### src/rtl/coherence_pkg.sv
// Shared MSI coherence definitions used by the snoop responder and the CPU-side controller.
package coherence_pkg;

    localparam logic [1:0] ST_INVALID  = 2'b00;
    localparam logic [1:0] ST_SHARED   = 2'b01;
    localparam logic [1:0] ST_MODIFIED = 2'b10;

    localparam logic [1:0] OP_NONE    = 2'b00;
    localparam logic [1:0] OP_RD_MISS = 2'b01;
    localparam logic [1:0] OP_WR_MISS = 2'b10;
    localparam logic [1:0] OP_INV     = 2'b11;

    typedef enum logic [1:0] {
        S_IDLE,
        S_LOOKUP,
        S_WB,
        S_UPDATE
    } snp_fsm_t;

    // Encoding 11 is illegal and must never produce a hit.
    function automatic logic line_valid(input logic [1:0] st);
        return (st == ST_SHARED) || (st == ST_MODIFIED);
    endfunction

    // State a hit line ends in: a remote read leaves a copy, anything else removes it.
    function automatic logic [1:0] snoop_next_state(input logic [1:0] op);
        return (op == OP_RD_MISS) ? ST_SHARED : ST_INVALID;
    endfunction

endpackage

### src/rtl/snoop_responder_line_table.sv
// Per-line state/tag table: two combinational read ports, two write ports, snoop write wins.
module line_table
    import coherence_pkg::*;
#(
    parameter int LINES = 4,
    parameter int TAG_W = 6,
    parameter int IDX_W = $clog2(LINES)
) (
    input  logic             clock,
    input  logic             resetn,
    input  logic [IDX_W-1:0] cpu_rd_index,
    output logic [1:0]       cpu_rd_state,
    output logic [TAG_W-1:0] cpu_rd_tag,
    input  logic [IDX_W-1:0] snp_rd_index,
    output logic [1:0]       snp_rd_state,
    output logic [TAG_W-1:0] snp_rd_tag,
    input  logic             cpu_wr_en,
    input  logic [IDX_W-1:0] cpu_wr_index,
    input  logic [TAG_W-1:0] cpu_wr_tag,
    input  logic [1:0]       cpu_wr_state,
    input  logic             snp_wr_en,
    input  logic [IDX_W-1:0] snp_wr_index,
    input  logic [TAG_W-1:0] snp_wr_tag,
    input  logic [1:0]       snp_wr_state,
    output logic             cpu_conflict
);

    logic [1:0]       state_reg [LINES];
    logic [TAG_W-1:0] tag_reg   [LINES];
    logic [LINES-1:0] snp_sel;
    logic [LINES-1:0] cpu_sel;
    logic             conflict_reg;

    generate
        for (genvar gi = 0; gi < LINES; gi++) begin : g_sel
            assign snp_sel[gi] = snp_wr_en && (snp_wr_index == IDX_W'(gi));
            assign cpu_sel[gi] = cpu_wr_en && (cpu_wr_index == IDX_W'(gi));
        end
    endgenerate

    always_ff @(posedge clock) begin
        if (!resetn) begin
            for (int i = 0; i < LINES; i++) begin
                state_reg[i] <= ST_INVALID;
                tag_reg[i]   <= '0;
            end
            conflict_reg <= 1'b0;
        end else begin
            for (int i = 0; i < LINES; i++) begin
                if (snp_sel[i]) begin
                    state_reg[i] <= snp_wr_state;
                    tag_reg[i]   <= snp_wr_tag;
                end else if (cpu_sel[i]) begin
                    state_reg[i] <= cpu_wr_state;
                    tag_reg[i]   <= cpu_wr_tag;
                end
            end
            conflict_reg <= |(snp_sel & cpu_sel);
        end
    end

    assign cpu_rd_state = state_reg[cpu_rd_index];
    assign cpu_rd_tag   = tag_reg[cpu_rd_index];
    assign snp_rd_state = state_reg[snp_rd_index];
    assign snp_rd_tag   = tag_reg[snp_rd_index];
    assign cpu_conflict = conflict_reg;

endmodule

### src/rtl/snoop_responder.sv
// Bus-side MSI snoop responder: looks up snooped lines, writes back Modified hits, downgrades.
module snoop_responder
    import coherence_pkg::*;
#(
    parameter int LINES = 4,
    parameter int TAG_W = 6,
    parameter int IDX_W = $clog2(LINES)
) (
    input  logic                   clock,
    input  logic                   resetn,
    input  logic                   snp_valid,
    output logic                   snp_ready,
    input  logic [1:0]             snp_op,
    input  logic [TAG_W+IDX_W-1:0] snp_addr,
    output logic                   snp_done,
    output logic                   snp_hit,
    output logic                   snp_wb,
    output logic                   abort_mem,
    output logic                   wb_req,
    output logic [IDX_W-1:0]       wb_index,
    input  logic                   wb_ack,
    output logic                   proto_err,
    input  logic [IDX_W-1:0]       cpu_rd_index,
    output logic [1:0]             cpu_rd_state,
    output logic [TAG_W-1:0]       cpu_rd_tag,
    input  logic                   cpu_upd_valid,
    input  logic [IDX_W-1:0]       cpu_upd_index,
    input  logic [TAG_W-1:0]       cpu_upd_tag,
    input  logic [1:0]             cpu_upd_state,
    output logic                   cpu_upd_conflict
);

    snp_fsm_t         state_reg, state_next;
    logic [1:0]       op_reg;
    logic [TAG_W-1:0] tag_reg;
    logic [IDX_W-1:0] idx_reg;
    logic             hit_reg;
    logic [1:0]       new_state_reg;

    logic ready_reg, ready_next;
    logic done_reg, done_next;
    logic hit_out_reg, hit_out_next;
    logic wb_out_reg, wb_out_next;
    logic abort_reg, abort_next;
    logic wb_req_reg, wb_req_next;
    logic proto_reg, proto_next;
    logic [IDX_W-1:0] wb_index_reg;

    logic [1:0]       lk_state;
    logic [TAG_W-1:0] lk_tag;
    logic             lk_hit;
    logic             lk_wb;
    logic             accept;

    line_table #(.LINES(LINES), .TAG_W(TAG_W), .IDX_W(IDX_W)) u_table (
        .clock        (clock),
        .resetn       (resetn),
        .cpu_rd_index (cpu_rd_index),
        .cpu_rd_state (cpu_rd_state),
        .cpu_rd_tag   (cpu_rd_tag),
        .snp_rd_index (idx_reg),
        .snp_rd_state (lk_state),
        .snp_rd_tag   (lk_tag),
        .cpu_wr_en    (cpu_upd_valid),
        .cpu_wr_index (cpu_upd_index),
        .cpu_wr_tag   (cpu_upd_tag),
        .cpu_wr_state (cpu_upd_state),
        .snp_wr_en    (state_reg == S_UPDATE && hit_reg),
        .snp_wr_index (idx_reg),
        .snp_wr_tag   (tag_reg),
        .snp_wr_state (new_state_reg),
        .cpu_conflict (cpu_upd_conflict)
    );

    assign accept = snp_valid && ready_reg;
    assign lk_hit = (op_reg != OP_NONE) && (lk_tag == tag_reg) && line_valid(lk_state);
    assign lk_wb  = lk_hit && (lk_state == ST_MODIFIED);

    // Output flops are loaded from the transition so each pulse lands in the state it belongs to.
    always_comb begin
        state_next   = state_reg;
        ready_next   = 1'b0;
        done_next    = 1'b0;
        hit_out_next = 1'b0;
        wb_out_next  = 1'b0;
        abort_next   = 1'b0;
        wb_req_next  = 1'b0;
        proto_next   = 1'b0;
        case (state_reg)
            S_IDLE: begin
                if (accept) state_next = S_LOOKUP;
                else        ready_next = 1'b1;
            end
            S_LOOKUP: begin
                if (lk_wb) begin
                    state_next  = S_WB;
                    wb_req_next = 1'b1;
                    abort_next  = 1'b1;
                    proto_next  = (op_reg == OP_INV);
                end else begin
                    state_next   = S_UPDATE;
                    done_next    = 1'b1;
                    hit_out_next = lk_hit;
                end
            end
            S_WB: begin
                if (wb_ack) begin
                    state_next   = S_UPDATE;
                    done_next    = 1'b1;
                    hit_out_next = hit_reg;
                    wb_out_next  = 1'b1;
                end else begin
                    wb_req_next = 1'b1;
                end
            end
            S_UPDATE: begin
                state_next = S_IDLE;
                ready_next = 1'b1;
            end
            default: begin
                state_next = S_IDLE;
                ready_next = 1'b1;
            end
        endcase
    end

    always_ff @(posedge clock) begin
        if (!resetn) begin
            state_reg     <= S_IDLE;
            ready_reg     <= 1'b1;
            done_reg      <= 1'b0;
            hit_out_reg   <= 1'b0;
            wb_out_reg    <= 1'b0;
            abort_reg     <= 1'b0;
            wb_req_reg    <= 1'b0;
            proto_reg     <= 1'b0;
            wb_index_reg  <= '0;
            op_reg        <= OP_NONE;
            tag_reg       <= '0;
            idx_reg       <= '0;
            hit_reg       <= 1'b0;
            new_state_reg <= ST_INVALID;
        end else begin
            state_reg   <= state_next;
            ready_reg   <= ready_next;
            done_reg    <= done_next;
            hit_out_reg <= hit_out_next;
            wb_out_reg  <= wb_out_next;
            abort_reg   <= abort_next;
            wb_req_reg  <= wb_req_next;
            proto_reg   <= proto_next;
            if (state_reg == S_IDLE && accept) begin
                op_reg  <= snp_op;
                tag_reg <= snp_addr[TAG_W+IDX_W-1:IDX_W];
                idx_reg <= snp_addr[IDX_W-1:0];
            end
            // The result is frozen here so CPU writes during WB cannot change the outcome.
            if (state_reg == S_LOOKUP) begin
                hit_reg       <= lk_hit;
                new_state_reg <= snoop_next_state(op_reg);
                if (lk_wb) wb_index_reg <= idx_reg;
            end
        end
    end

    assign snp_ready = ready_reg;
    assign snp_done  = done_reg;
    assign snp_hit   = hit_out_reg;
    assign snp_wb    = wb_out_reg;
    assign abort_mem = abort_reg;
    assign wb_req    = wb_req_reg;
    assign wb_index  = wb_index_reg;
    assign proto_err = proto_reg;

endmodule
### config.mk
export PLATFORM = sky130hd
export DESIGN_NAME = snoop_responder
export DESIGN_NICKNAME = d
export VERILOG_FILES = /design/src/rtl/coherence_pkg.sv /design/src/rtl/snoop_responder_line_table.sv /design/src/rtl/snoop_responder.sv
export SDC_FILE = /design/constraint.sdc
export NUM_CORES = 1
export LEC_CHECK = 0
export CORE_MARGIN = 4
export CORE_UTILIZATION = 45
export CTS_BUF_LIST = sky130_fd_sc_hd__clkbuf_8
export DETAILED_ROUTE_END_ITERATION = 6
export PLACE_DENSITY = 0.64
export SETUP_SLACK_MARGIN = 0.3
export SLEW_MARGIN = 20
export SYNTH_ARGS = -nofsm -noshare
export SYNTH_HDL_FRONTEND = slang
export SYNTH_SLANG_ARGS = --single-unit
### constraint.sdc
create_clock -name clock -period 6 [get_ports clock]
set_clock_uncertainty 0.15 [all_clocks]
set_input_delay 1.2 -clock clock [delete_from_list [all_inputs] [get_ports clock]]
set_output_delay 1.2 -clock clock [all_outputs]
set_load 0.02 [all_outputs]
==> summary by stage <==
Worst setup path
The element type at the critical path end is an output port. The worst endpoint required time is 4650 ps. STA classifies the critical path startpoint as an input pin. The maximum fanout along the worst path is 8. By startpoint and endpoint, the worst setup path is classified as in2out. The arrival time of data at the critical path endpoint is 3170 ps.

Synthesis
The area of the mapped netlist is 3110 um2. The async set-or-reset flop fraction in the synthesized netlist is 0%. The number of instances in the synthesized netlist is 301.

The cell accounting for the most synthesized area is sky130_fd_sc_hd__edfxtp_1. The share of Yosys cell area claimed by the top area cell type is 30.9%. The Yosys step of the flow raised 0 warnings.

Averaged over all synthesized cells, the footprint is 10.3 um2. By area the synthesized netlist is led by sky130_fd_sc_hd__edfxtp_1 31%, sky130_fd_sc_hd__dfxtp_1 17%, sky130_fd_sc_hd__mux4_2 8.7%, sky130_fd_sc_hd__nand2_1 6.8%, sky130_fd_sc_hd__a21oi_1 5.6%. For this run, the register share of the synthesized area comes to 47.6%. Yosys mapped the design onto 46 distinct sky130hd cell types. Among all flip-flop cells after synthesis, the most frequent one is sky130_fd_sc_hd__edfxtp_1. The synthesis-stage register bit count is 58.

The synthesized design contains 32 enable-type register cells. The post-synth net total is 334.

Clocking
The clock root buffer master is sky130_fd_sc_hd__clkbuf_8. The later pin in the worst-skew pair is clocked with a latency of 340 ps. The number of buffers created by CTS is 9. The post-cts gate resize count is 0.

Clock tree synthesis found a total of 58 sinks. The count of buffers added by post-CTS timing repair for setup is 0. The count of hold buffers inserted by post-cts repair is 0. After clock tree synthesis, the clock-pin slew on the worst setup and hold paths is 60 ps. TritonCTS built the clock tree. The maximum number of buffers from clock root to sink is 2. The number of levels the H-tree was split into is 3.

Run
Max-cap violations in this run came to 0.

Floorplan
For this design the top-level I/O count stands at 45. The total die area is 8300 um2. The overall die width is 91.1 um. The chip height is 91.1 um. After floorplanning, the core was divided into 30 placement rows.

The standard cell core area is 6760 um2. The initial cell density of the core is 46.0%.

Placement
The total cell area at the placement stage is 3570 um2. The wire-length estimate of the detail-placed layout is 5550 um. The cell total after placement is 406.

At the end of routability-driven placement, the weighted congestion stood at 0.834. Buffers placed on the I/O ports in this run total 44. Before CTS, the worst setup slack after placement is 1450 ps.

Cells and area
The share of the core filled with cells is 56.0%. The register with the most flip-flops in the layout has 24 of them. The finished cells cover 3780 um2.

The ratio of cells with drive above 1 in the final layout is 10.8%. The total of fill cells in the finished design is 624. The library cells used most frequently in the layout, excluding fill and tap cells, are 56 x sky130_fd_sc_hd__nand2_1, 44 x sky130_fd_sc_hd__clkdlybuf4s50_1, 35 x sky130_fd_sc_hd__a21oi_1. In the final design database the tool counted 370 nets. Summing all multi-input logic gate instances after layout gives 1520 um2. Across the whole layout, storage elements account for 1480 um2. The number of antenna diodes in the final layout is 0. From synthesis to final layout, the design area changed by 21.6%. For this run, the number of standard cells in the final layout without fillers is 422. The library cell used most frequently in the layout, excluding fill and tap cells, is sky130_fd_sc_hd__nand2_1.

Timing
The post-route clock period utilization is 75.3%. The transition at the pin with the smallest max-transition slack is 1130 ps. The total setup violations reported at the end of the flow is 0. The worst pin sits at a relative slew slack of 23.8%. The routed design could run at a clock period as short as 4520 ps. Setup repair after global routing left no endpoint under its margin. Setup slack on the critical path of the routed design comes to 1480 ps. Static timing analysis puts the maximum clock frequency at 221 MHz. On the final layout, the worst hold slack is 316 ps. The final-report max-slew violation count is 0. The total count of hold-check failures in the final report came to 0. After routing, the total negative slack on setup checks comes to 0 ps.

Route
The final antenna-violating net count is 0. In the routed design, unresolved DRC markers number 0. The wire length reported by the detailed router is 7620 um.

The total vias in the final route is 2415. The violation count after the first detailed-route iteration is 209. For this run, the detailed router's first-pass iteration total came to 4. The routed length per placed instance is 18.1 um. The number of vias per cell is 5.72.

Global routing
In the global route stage, met1 resource usage came out at 26.4%. The met2 capacity usage during global routing is 31.8%. The number of global-route vias before repair is 2407. In the global route stage, met3 resource usage came out at 2.65%. Entering global routing, the biggest net connects 22 pins. The total routing usage reported by global routing is 19.8%.

The number of antenna violations at the first check in global routing is 0. For this run the aggregate overflow at the end of global routing stands at 0. The most used routing layer in global routing is met2. The first global-routing pass estimated 12500 um of wire.

Pwr
For this design the total switching power over the nets is 0.371 mW. Net switching is 31.1% of the power. Combinational logic burns 24.5% of the power.

The cell-internal power is 0.824 mW. The leakage component of the power is 1.33 nW. The part of the power in registers is 43.5%. The total power density per cell area is 316 nW/um2. The worst ir drop on vdd is 169 uV.

After layout, the design draws a total of 1.19 mW. The clock network is responsible for 32.0% of the overall power.

Status
The flow ran to the end, and the final reports show no timing, DRC or antenna violations.

Hold path
The tightest min-delay check is of the reg2reg type.
final timing paths:
path / depth (start not counted) / slack [ps] / from / to
max: 3 / 1480 / cpu_rd_index[0] / cpu_rd_tag[3]
min: 2 / 320 / wb_index[1] / wb_index[1]
max reg2reg: 7 / 2970 / register / wb_index[1]
min reg2reg: 2 / 320 / wb_index[1] / wb_index[1]
metal layers:
layer | up-vias | part of all wire [%] | routed length (um)
met5 | - | 0 | 0
met4 | 0 | 2.0 | 152
met3 | 9 | 6.3 | 484
met2 | 78 | 49 | 3760
met1 | 1148 | 42 | 3230
li1 | 1180 | - | -
logic make-up after synthesis:
| logic type | count (synthesis) | share of synthesized area (%) |
|---|---|---|
| AND/OR/NAND/NOR | 126 | 20.1 |
| adder cells (fa/ha/maj) | 6 | 2.41 |
| flip-flops | 58 | 47.6 |
| multiplexers | 24 | 13.7 |
| buffers and inverters | 26 | 3.46 |
| XOR/XNOR | 5 | 1.41 |
| AO/OA/AOI/OAI | 56 | 11.3 |
power groups by stage:
stage          clock network (mW)  logic, mW  registers (mW)
6_report                    0.382      0.292           0.520
3_3_place_gp                    0      0.291           0.527
5_1_grt                     0.407      0.327           0.530
2_1_floorplan                   0      0.225           0.499
3_5_place_dp                    0      0.294           0.529
4_1_cts                     0.387      0.295           0.520
critical path, stage by stage:
cell                              delay, ps
sky130_fd_sc_hd__clkdlybuf4s50_1        830
sky130_fd_sc_hd__mux4_2                 580
sky130_fd_sc_hd__clkdlybuf4s50_1        550
synthesized netlist by cell type (all sizes together), types with 4 or more instances:
master  number
buf          6
mux2i        8
a21oi       35
nor2        11
dfxtp       26
inv          6
nand3       26
ha           6
nor3         5
a22o         8
xor2         5
edfxtp      32
or3          4
nand2       56
clkbuf      14
mux4        14
final cells by class:
type                            instances  share of cell area [%]
Tap cell                               80                    2.65
Clock inverter                          7                    2.25
Timing Repair Buffer                   45                    11.8
Clock buffer                            9                    3.28
Inverter                                6                   0.596
Multi-Input combinational cell        217                    40.2
Sequential cell                        58                    39.2
No activity file was read; power rests on OpenSTA's default activity.
